$ cat src/rtl/present_pkg.sv
// Shared constants, default command bytes and state encoding for the
// PRESENT-80 frame loader.
package present_pkg;

    localparam int KEY_W     = 80;
    localparam int BLK_W     = 64;
    localparam int KEY_BYTES = KEY_W / 8;
    localparam int BLK_BYTES = BLK_W / 8;

    localparam logic [7:0] CMD_KEY_DEF = 8'h4B;
    localparam logic [7:0] CMD_PT_DEF  = 8'h50;

    typedef enum logic [2:0] {
        IDLE     = 3'd0,
        LOAD_KEY = 3'd1,
        LOAD_PT  = 3'd2,
        PRE      = 3'd3,
        RUN      = 3'd4
    } state_t;

endpackage

$ cat src/rtl/present_byte_shifter.sv
// MSB-first byte assembler: byte k of a frame lands in data[W-1-8k -: 8].
// last is high while the final byte of the frame is being loaded.
module present_byte_shifter #(
    parameter int W = 80,
    parameter int N = 10
) (
    input  logic         clk,
    input  logic         rst,
    input  logic         clr,
    input  logic         load_en,
    input  logic [7:0]   byte_in,
    output logic [W-1:0] data,
    output logic         last
);

    localparam int CW = (N > 1) ? $clog2(N) : 1;
    localparam logic [CW-1:0] CNT_LAST = CW'(N - 1);

    logic [CW-1:0] cnt_q, cnt_d;
    logic [W-1:0]  data_q, data_d;

    assign last = load_en && (cnt_q == CNT_LAST);
    assign data = data_q;

    // Only the addressed byte lane changes; the rest of the word holds.
    always_comb begin
        cnt_d  = cnt_q;
        data_d = data_q;
        if (clr) begin
            cnt_d = '0;
        end else if (load_en) begin
            cnt_d = last ? '0 : cnt_q + CW'(1);
            for (int k = 0; k < N; k++) begin
                if (cnt_q == CW'(k)) begin
                    data_d[W-1-8*k -: 8] = byte_in;
                end
            end
        end
    end

    always_ff @(posedge clk or posedge rst) begin
        if (rst) begin
            cnt_q  <= '0;
            data_q <= '0;
        end else begin
            cnt_q  <= cnt_d;
            data_q <= data_d;
        end
    end

endmodule

$ cat src/rtl/present_frame_loader.sv
// Host byte-stream front end for the PRESENT-80 core: parses KEY/PT frames,
// then sequences core reset, start, and waits for ended or a timeout.
module present_frame_loader
    import present_pkg::*;
#(
    parameter int unsigned CORE_RST_CYC = 2,
    parameter int unsigned TIMEOUT_CYC  = 1024,
    parameter logic [7:0]  CMD_KEY      = CMD_KEY_DEF,
    parameter logic [7:0]  CMD_PT       = CMD_PT_DEF
) (
    input  logic             clk,
    input  logic             rst,
    input  logic [7:0]       in_data,
    input  logic             in_valid,
    output logic             in_ready,
    input  logic             core_ended,
    output logic [KEY_W-1:0] master_key,
    output logic [BLK_W-1:0] plain_text,
    output logic             core_rst,
    output logic             start,
    output logic             busy,
    output logic             done,
    output logic             err_cmd,
    output logic             err_timeout
);

    localparam int TO_W = (TIMEOUT_CYC > 1) ? $clog2(TIMEOUT_CYC) : 1;
    localparam logic [TO_W-1:0] TO_LAST  = TO_W'((TIMEOUT_CYC == 0) ? 0 : TIMEOUT_CYC - 1);
    localparam logic [3:0]      PRE_LAST = 4'(CORE_RST_CYC - 1);

    state_t          state_q, state_d;
    logic [3:0]      pre_cnt_q, pre_cnt_d;
    logic [TO_W-1:0] to_cnt_q, to_cnt_d;
    logic            core_rst_q, core_rst_d;
    logic            start_q, start_d;
    logic            busy_q, busy_d;
    logic            done_q, done_d;
    logic            err_cmd_q, err_cmd_d;
    logic            err_to_q, err_to_d;

    logic accept, cmd_accept, key_load, pt_load, key_last, pt_last;

    // Held low during reset so the host cannot push a byte that is then lost.
    assign in_ready   = !rst && (state_q == IDLE || state_q == LOAD_KEY || state_q == LOAD_PT);
    assign accept     = in_valid && in_ready;
    assign cmd_accept = accept && (state_q == IDLE);
    assign key_load   = accept && (state_q == LOAD_KEY);
    assign pt_load    = accept && (state_q == LOAD_PT);

    present_byte_shifter #(.W(KEY_W), .N(KEY_BYTES)) u_key_shifter (
        .clk     (clk),
        .rst     (rst),
        .clr     (cmd_accept),
        .load_en (key_load),
        .byte_in (in_data),
        .data    (master_key),
        .last    (key_last)
    );

    present_byte_shifter #(.W(BLK_W), .N(BLK_BYTES)) u_pt_shifter (
        .clk     (clk),
        .rst     (rst),
        .clr     (cmd_accept),
        .load_en (pt_load),
        .byte_in (in_data),
        .data    (plain_text),
        .last    (pt_last)
    );

    always_comb begin
        state_d   = state_q;
        pre_cnt_d = pre_cnt_q;
        to_cnt_d  = to_cnt_q;
        done_d    = 1'b0;
        err_cmd_d = 1'b0;
        err_to_d  = 1'b0;
        case (state_q)
            IDLE: begin
                if (cmd_accept) begin
                    if (in_data == CMD_KEY) begin
                        state_d = LOAD_KEY;
                    end else if (in_data == CMD_PT) begin
                        state_d = LOAD_PT;
                    end else begin
                        err_cmd_d = 1'b1;
                    end
                end
            end
            LOAD_KEY: begin
                if (key_last) begin
                    state_d = IDLE;
                end
            end
            LOAD_PT: begin
                if (pt_last) begin
                    state_d   = PRE;
                    pre_cnt_d = '0;
                end
            end
            PRE: begin
                if (pre_cnt_q == PRE_LAST) begin
                    state_d  = RUN;
                    to_cnt_d = '0;
                end else begin
                    pre_cnt_d = pre_cnt_q + 4'd1;
                end
            end
            RUN: begin
                // ended takes priority over a timeout landing in the same cycle
                if (core_ended) begin
                    state_d = IDLE;
                    done_d  = 1'b1;
                end else if (TIMEOUT_CYC != 0 && to_cnt_q == TO_LAST) begin
                    state_d  = IDLE;
                    err_to_d = 1'b1;
                end else begin
                    to_cnt_d = to_cnt_q + TO_W'(1);
                end
            end
            default: state_d = IDLE;
        endcase
        core_rst_d = (state_d == PRE);
        start_d    = (state_d == RUN);
        busy_d     = core_rst_d || start_d;
    end

    always_ff @(posedge clk or posedge rst) begin
        if (rst) begin
            state_q    <= IDLE;
            pre_cnt_q  <= '0;
            to_cnt_q   <= '0;
            core_rst_q <= 1'b0;
            start_q    <= 1'b0;
            busy_q     <= 1'b0;
            done_q     <= 1'b0;
            err_cmd_q  <= 1'b0;
            err_to_q   <= 1'b0;
        end else begin
            state_q    <= state_d;
            pre_cnt_q  <= pre_cnt_d;
            to_cnt_q   <= to_cnt_d;
            core_rst_q <= core_rst_d;
            start_q    <= start_d;
            busy_q     <= busy_d;
            done_q     <= done_d;
            err_cmd_q  <= err_cmd_d;
            err_to_q   <= err_to_d;
        end
    end

    assign core_rst    = core_rst_q;
    assign start       = start_q;
    assign busy        = busy_q;
    assign done        = done_q;
    assign err_cmd     = err_cmd_q;
    assign err_timeout = err_to_q;

endmodule

$ cat config.mk
export PLATFORM = sky130hd
export DESIGN_NAME = present_frame_loader
export DESIGN_NICKNAME = d
export VERILOG_FILES = /design/src/rtl/present_pkg.sv /design/src/rtl/present_byte_shifter.sv /design/src/rtl/present_frame_loader.sv
export SDC_FILE = /design/constraint.sdc
export NUM_CORES = 1
export LEC_CHECK = 0
export ABC_CLOCK_PERIOD_IN_PS = 6050
export CORE_MARGIN = 4
export CORE_UTILIZATION = 33
export CTS_CLUSTER_SIZE = 16
export DETAILED_ROUTE_END_ITERATION = 7
export GPL_TIMING_DRIVEN = 0
export MAX_ROUTING_LAYER = met4
export PLACE_DENSITY_LB_ADDON = 0.12
export REMOVE_ABC_BUFFERS = 1
export SYNTH_ARGS = -nofsm -noshare
export SYNTH_HDL_FRONTEND = slang
export SYNTH_SLANG_ARGS = --single-unit
export TNS_END_PERCENT = 1
$ cat constraint.sdc
create_clock -name clk -period 6.05 [get_ports clk]
set_clock_uncertainty 0.1 [all_clocks]
set_input_delay 0.605 -clock clk [delete_from_list [all_inputs] [get_ports clk]]
set_output_delay 0.605 -clock clk [all_outputs]
set_load 0.01 [all_outputs]
==> metrics, run 1 <==
I/O pins=163; worst r2r dst=u_key_shifter.data[3]; #FFs+latches synth=174; final hold vios=0; share of cells above drive strength 1=0.301; area share of the largest cell type after synthesis=0.608; YS warnings=0; sequential share of the synthesized area=0.608; vias after detailed routing=4549; CTS Hold Buffers Added=0; count of final setup violators=0; clk slew on worst S/H paths=0.06 ns; DPL Wire Length=11900 um; EDFF count, synth=0; most frequent cells after synthesis=174 x dfrtp_1, 140 x mux2_2, 21 x clkbuf_1; Post-Place Cells=908; first-pass iteration count of the detailed router=4; LEAKAGE=4.56 nW; fin nets=677; Clock Latency Late Sink=0.42 ns; vias in the first global route=4818; WL/cell=19.3 um; most numerous cell in the Yosys netlist=dfrtp_1; crit share post-route=0.463; starting density of the core=0.338; CP Max Fanout=6; CTS HTree Levels=4; antenna diode count=0; initial antenna violation count=0; Adder-Cell Fraction of Synth Area=0.0227; fin cells=940; maximum vdd drop=0.183 mV; Slew headroom=0.257; post-layout minimum cycle time=2.80 ns; largest net degree at the start of global routing=112; Routed WL=18100 um; CP endpoint=in_ready; async set-reset flop share out of synthesis=1.00; Reg2Reg Depth=4; post-CTS setup buffer count=0; core area=21200 um^2; die footprint=24100 um^2; Vias/cell=4.84; first-pass GRT wire length=28600 um; clk buf depth=2; row count=53; Final Util=0.458; worst slew pin tran=1.11 ns; Final Max Tran Viols=0; Worst setup SP type=input port; grt ovf=0; Fmax=357 MHz; Critical Path RT=5.34 ns; CTS tree=done; status=finished clean; kind of end point of the critical path=output pin; syn avg cell area=14.4 um^2; Routability Congestion=0.783; Synth Area in Simple Gates=0.0858; root buf cell=clkbuf_16; Layout area overhead=35.4%; # DRC=0; GRT Util Overall=0.159; Synth Flop Type=dfrtp_1; critical path class=input port to output pin; Pwr per Cell Area=276 nW/um^2; Yosys top cell by area=dfrtp_1; crit path from=rst; Arr. time, crit path=2.10 ns; Mapped Area=7160 um^2; worst r2r src=state_q[1]; Synth Area in Compound Gates=0.0273; drt initial violations=188; Synth area leaders=dfrtp_1 61%, mux2_2 22%, ha_1 2.3%; RSZ-0062 raised after global routing=false; CTS Sinks=174; Post-Synth XOR/XNOR Area=0.00612; mux cell area share after synthesis=0.229; synthesized instance count=496; die width=155 um; number of CTS-inserted buffers=17; post_cts resized=0; Hold Crit Class=flip-flop to flip-flop; Worst R2R Setup Slack=3.71 ns; max capacitance violation total=0; post-synth cell types=50; filler cell count=1859; Port Buffers=162; height of the die=155 um; post-route ant nets=0; main combinational cell family by area after synthesis=multiplexers
through the flow:
step	hold WS [ns]	setup WS [ns]	power, mW	area [um^2]	TNS (ns)
4_1_cts	0.395	3.21	2.72	9690	0
3_3_place_gp	0.378	-1.75	1.50	9010	-302.81
5_1_grt	0.409	3.11	2.79	9690	0
6_report	0.391	3.25	2.67	9690	0
3_5_place_dp	0.380	3.07	1.51	9050	0
2_1_floorplan	0.380	0.628	1.37	7050	0
worst max-delay path: stages:
cell             delay [ns]
clkdlybuf4s50_1        0.62
a211oi_1               0.27
clkdlybuf4s50_1        0.61
flip-flops by register name, indices dropped and copies added, names as in the netlist:
register	count
busy	1
core_rst	1
done	1
err_cmd	1
err_timeout	1
pre_cnt_q	4
start	1
state_q	3
to_cnt_q	10
u_key_shifter.cnt_q	4
u_key_shifter.data	80
u_pt_shifter.cnt_q	3
u_pt_shifter.data	64
cell families after synthesis:
logic type,after synthesis
buffers and inverters,36
muxes,145
and+or+nand+nor,92
xor gates and xnor gates,5
AOI/OAI and AO/OA,31
adders and majority gates,13
DFF,174
how the worst min path moves through the flow:
stage / from / end / slack [ns] / cells after the start
detailed placement: u_key_shifter.data[9] / u_key_shifter.data[9] / 0.38 / 1
global placement: u_key_shifter.data[15] / u_key_shifter.data[15] / 0.38 / 1
global route: u_key_shifter.data[9] / u_key_shifter.data[9] / 0.41 / 1
floorplan: to_cnt_q[3] / to_cnt_q[3] / 0.38 / 1
CTS: u_key_shifter.data[9] / u_key_shifter.data[9] / 0.40 / 1
finish: u_key_shifter.data[9] / u_key_shifter.data[9] / 0.39 / 1
report_power, final:
part           leakage [nW]  switching [mW]  internal (mW)
logic                  1.84           0.119          0.117
clock network         0.316           0.479          0.714
registers              2.40          0.0364           1.21
placed cells by master (no fill, tap or decap), drive strengths merged, types with 5 or more instances in the layout:
| cell type | count |
|---|---|
| clkdlybuf4s50 | 162 |
| clkbuf | 18 |
| a21oi | 8 |
| nand3 | 13 |
| nand2 | 28 |
| ha | 13 |
| o21ai | 9 |
| and3 | 5 |
| dfrtp | 174 |
| nor2 | 10 |
| inv | 16 |
| mux2 | 144 |
| nor3 | 8 |
layout make-up:
type	instances	area (um^2)	share of cell area
Inverter	10	45.0	0.00465
Clock inverter	14	204	0.0210
Clock buffer	18	439	0.0453
Timing Repair Buffer	163	1650	0.170
Sequential cell	174	4350	0.449
Tap cell	275	344	0.0355
Multi-Input combinational cell	286	2660	0.274
routing by layer:
| layer | part of all wire | track usage | wire length (um) | up-vias |
|---|---|---|---|---|
| li1 | - | - | - | 2076 |
| met1 | 0.44 | 0.200 | 7960 | 2360 |
| met2 | 0.50 | 0.257 | 8970 | 100 |
| met3 | 0.056 | 0.0437 | 1010 | 13 |
| met4 | 0.0090 | 0.0413 | 163 | 0 |
| met5 | 0 | - | 0 | - |
Power figures use the tool's default switching activity.
==> run 2: changes to the inputs <==
Settings changed: ABC_CLOCK_PERIOD_IN_PS 6050 to 2400.
Clock period 6.05 ns to 2.4 ns, I/O delays scaled along.
==> run 2 against run 1 <==
Clock-buffer cell count unchanged. Combinational power grew to 2.5 times the previous value. Global-route usage stayed put. Routed wire length grew 0.25%. Power grew to 2.5 times the previous value. First-iteration DRC count is 6.9% lower. Non-clock buffer count unchanged. Hold slack got worse by 0.032 ns. Core utilization barely moved. Die area stayed put.
==> metrics, run 2 (synthesis gave the netlist of run 1 again) <==
Vias/cell=4.84 (unchanged); Register Area=4350 um^2 (unchanged); Post-Place Cells=908 (unchanged); Routed WL=18100 um (+0.25%); first-pass GRT wire length=28600 um (unchanged); post-CTS setup buffer count=0 (unchanged); CP Max Fanout=14 (+8); number of CTS-inserted buffers=17 (unchanged); WL/cell=19.3 um (+0.25%); Fmax=447 MHz; most frequent cells in the layout=174 x dfrtp_1, 162 x clkdlybuf4s50_1, 140 x mux2_2, 17 x nand2_1, 17 x clkbuf_16; Clock Latency Late Sink=0.42 ns (about the same); maximum vdd drop=0.460 mV (+150%); root buf cell=clkbuf_16; RSZ-0062 raised after global routing=false; critical path class=flip-flop to output pin; die width=155 um (unchanged); Port Buffers=162 (unchanged); Fin Hold WS=0.359 ns (-0.0324 ns); max capacitance violation total=0 (unchanged); vias in the first global route=4818 (unchanged); height of the die=155 um (unchanged); crit share post-route=0.933; post-route ant nets=0 (unchanged); filler cell count=1856 (-0.16%); drt initial violations=175 (-6.9%); CTS HTree Levels=4 (unchanged); Critical Path RT=2.06 ns (-3.28 ns); vias after detailed routing=4549 (unchanged); largest net degree at the start of global routing=112 (unchanged); fin cells=940 (unchanged); antenna diode count=0 (unchanged); I/O pins=163 (unchanged); LEAKAGE=4.56 nW (about the same); CTS tree=done; Layout area overhead=35.5% (about the same); clk buf depth=2 (unchanged); # DRC=0 (unchanged); initial antenna violation count=0 (unchanged); count of final setup violators=0 (unchanged); worst slew pin tran=1.12 ns (+0.00423 ns); Worst setup SP type=flip-flop; die footprint=24100 um^2 (unchanged); DPL Wire Length=11900 um (unchanged); core area=21200 um^2 (unchanged); post-layout minimum cycle time=2.24 ns; fin nets=677 (unchanged); grt ovf=0 (unchanged); kind of end point of the critical path=output pin; final setup margin=0.161 ns (-3.09 ns); final hold vios=0 (unchanged); starting density of the core=0.338 (unchanged); post_cts resized=0 (unchanged); Final Max Tran Viols=0 (unchanged); clk slew on worst S/H paths=0.07 ns (about the same); GRT Util Overall=0.159 (unchanged); Multi-input gate area=2660 um^2 (+0.33%); Hold Crit Class=input port to async pin; CTS Hold Buffers Added=0 (unchanged); number of flip-flops under the largest register name=80 (unchanged); DP Worst Slack=-0.216 ns (-3.28 ns); Arr. time, crit path=1.90 ns (-0.20 ns); row count=53 (unchanged); CTS Sinks=174 (unchanged); first-pass iteration count of the detailed router=4 (unchanged); Slew headroom=0.254 (-0.00283); Routability Congestion=0.783 (unchanged); PnR Total Power=6.74 mW (+150%); status=finished clean; most common cell after layout, fill and taps aside=dfrtp_1; share of cells above drive strength 1=0.302 (+0.00150); Pwr per Cell Area=695 nW/um^2 (+150%)
## run 2: metal layers
| layer | global-route usage | routed length (um) | vias to the layer above |
|---|---|---|---|
| met5 | - | 0 | - |
| li1 | - | - | 2076 |
| met3 | 0.0437 | 981 | 13 |
| met1 | 0.200 | 7980 | 2365 |
| met2 | 0.257 | 9020 | 95 |
| met4 | 0.0413 | 163 | 0 |
## run 2: worst max-delay path: stages (launching register included)
cell,delay (ns)
dfrtp_1,0.57
a211oi_1,0.31
clkdlybuf4s50_1,0.61
## run 2: worst paths after layout
kind	start	endpoint	slack [ns]	cells past startpoint
max	state_q[0]	in_ready	0.16	2
min	rst	u_key_shifter.cnt_q[3]	0.36	2
max reg2reg	state_q[1]	u_key_shifter.data[3]	0.17	4
min reg2reg	u_key_shifter.data[9]	u_key_shifter.data[9]	0.39	1
max in group asynchronous	rst	u_pt_shifter.data[14]	0.95	3
min in group clk	u_key_shifter.data[9]	u_key_shifter.data[9]	0.39	1
## run 2: layout make-up
| class | count | area share |
|---|---|---|
| flip-flops and latches | 174 | 0.449 |
| inverters | 10 | 0.00464 |
| clock buffers | 18 | 0.0453 |
| repair buffers | 163 | 0.170 |
| clock inverters | 14 | 0.0210 |
| multi-input cells | 286 | 0.275 |
| well taps | 275 | 0.0355 |
## run 2: where the power goes
part | internal, mW | total [mW] | switching (mW)
Combinational | 0.295 | 0.595 | 0.300
Sequential | 3.04 | 3.14 | 0.0927
Clock | 1.80 | 3.01 | 1.21
Total | 5.14 | 6.74 | 1.60
## run 2: through the flow
stage          TNS (ns)   util  cell area [um^2]
5_1_grt               0  0.459              9700
3_3_place_gp    -875.02  0.426              9010
3_5_place_dp      -6.52  0.428              9050
4_1_cts               0  0.458              9690
6_report              0  0.459              9700
2_1_floorplan   -462.29      -              7050
==> edit (config.mk and constraints of run 1) <==
`data_q` no longer has a reset.
--- a/src/rtl/present_byte_shifter.sv
+++ b/src/rtl/present_byte_shifter.sv
@@ -43,7 +43,9 @@
             cnt_q  <= '0;
-            data_q <= '0;
         end else begin
             cnt_q  <= cnt_d;
-            data_q <= data_d;
         end
+    end
+
+    always_ff @(posedge clk) begin
+        data_q <= data_d;
     end
Behaviour: differs if rst is asserted again (counterexample within 4 cycles, from zero or initial values and one cycle with rst high); with rst held inactive, the same outputs for 4 cycles.
==> edit against run 1 <==
- critical path depth stayed put
- sequential cell count stayed put
- wire length is 22% lower
- area after synthesis is 14% lower
- register-to-register slack worse by 0.12 ns
- worst setup slack better by 0.084 ns
- design area is 11% lower
Power is not compared: it rests on default switching activity, and its combinational part moved more than twofold at a synthesized area within 25%.
==> edit: results (changes against run 1) <==
Setup path
  • Critical Path AT: 2.01 ns (-0.09 ns)
  • Worst-path maximum fanout: 5 (-1)
  • Cell at the slowest stage of the critical path: clkdlybuf4s50_1
  • Reg2reg end: u_key_shifter.data[31]$_DFFE_PP_
  • Worst Reg-to-Reg Cells: 4 (unchanged)
  • Worst path max stage delay: 0.59 ns (-0.03 ns)
  • R2r setup slk: 3.59 ns (-0.12 ns)

Final layout
  • N_diodes: 0 (unchanged)
  • Final #Nets: 534 (-21%)
  • Share of cells above drive strength 1: 0.0805 (-0.220)

Detailed routing
  • DRT iter0 DRCs: 215 (+14%)
  • Vias: 3448 (-24%)
  • Routed Wire Length: 14100 um (-22%)

Synth
  • Post-synthesis sequential area ratio: 0.829 (+0.221)
  • Ys async rst share: 0.172 (-0.828)
  • Post-synth EDFFs: 144 (+144)
  • Unique masters post-synth: 48 (-4.0%)
  • Most instantiated cells after synthesis: edfxtp_1, dfrtp_1, nor2_1
  • Post-Syn Instances: 331 (-33%)
  • Top_reg_cell synth: edfxtp_1
  • Top area cells in the synthesized netlist: edfxtp_1, dfrtp_1, ha_1

STA
  • Worst-margin pin slew: 0.999 ns (-0.112 ns)
  • Hold Slack: 0.423 ns (+0.0319 ns)
  • Tcrit/Tclk final: 0.449 (-0.0139)

Clock tree
  • Deepest clock path buffer count: 2 (unchanged)
  • Clk pin slew, worst setup/hold paths: 0.07 ns
  • Root buffer cell: clkbuf_16

Min path
  • HP Start: to_cnt_q[0]$_DFFE_PP0P_
  • Hold Path End: to_cnt_q[0]$_DFFE_PP0P_

GRT
  • Largest net degree at the start of global routing: 31 (-72%)
  • GRT Total Usage: 0.142 (-0.0173)
  • First-pass GRT wire length: 21000 um (-27%)

Placement
  • Post-DP HPWL: 9680 um (-19%)
  • Post-DP Area: 8000 um2 (-12%)
  • Dpl ws: 3.01 ns (-0.0602 ns)
  • Placed insts: 718 (-21%)
  • GP Congestion: 0.754 (-3.8%)
  • # port buffers: 162 (unchanged)

Outcome
  • Status: completed
==> edit: cell families (layout without fill, tap and decap cells) <==
kind of cell,count (synthesis),count (layout),synth area share
AND/OR/NAND/NOR,92,92,0.0920
AO/OA/AOI/OAI,34,34,0.0362
adder cells (fa/ha/maj),13,13,0.0266
buffers and inverters,15,206,0.0112
flip-flops,174,174,0.829
multiplexers,1,1,0.00184
XOR/XNOR,2,2,0.00286
==> edit: metal layers <==
metal  vias up  GRT usage  share of wire
met5         -          -              0
met4         0     0.0398         0.0080
met3         8     0.0374          0.065
met2       129      0.219           0.47
met1      1685      0.188           0.45
li1       1626          -              -
==> edit: cell type report <==
class	instances	area [um2]
fillers	1537	9470
flip-flops and latches	174	5070
repair buffers	163	1650
multi-input cells	142	976
clock buffers	17	425
well taps	229	287
clock inverters	15	163
inverters	11	41.3
==> edit: worst max-delay path, delay by kind of cell <==
kind / cells / cell delay, ns
AO/OA/AOI/OAI: 1 / 0.28
buffers and inverters: 2 / 1.12
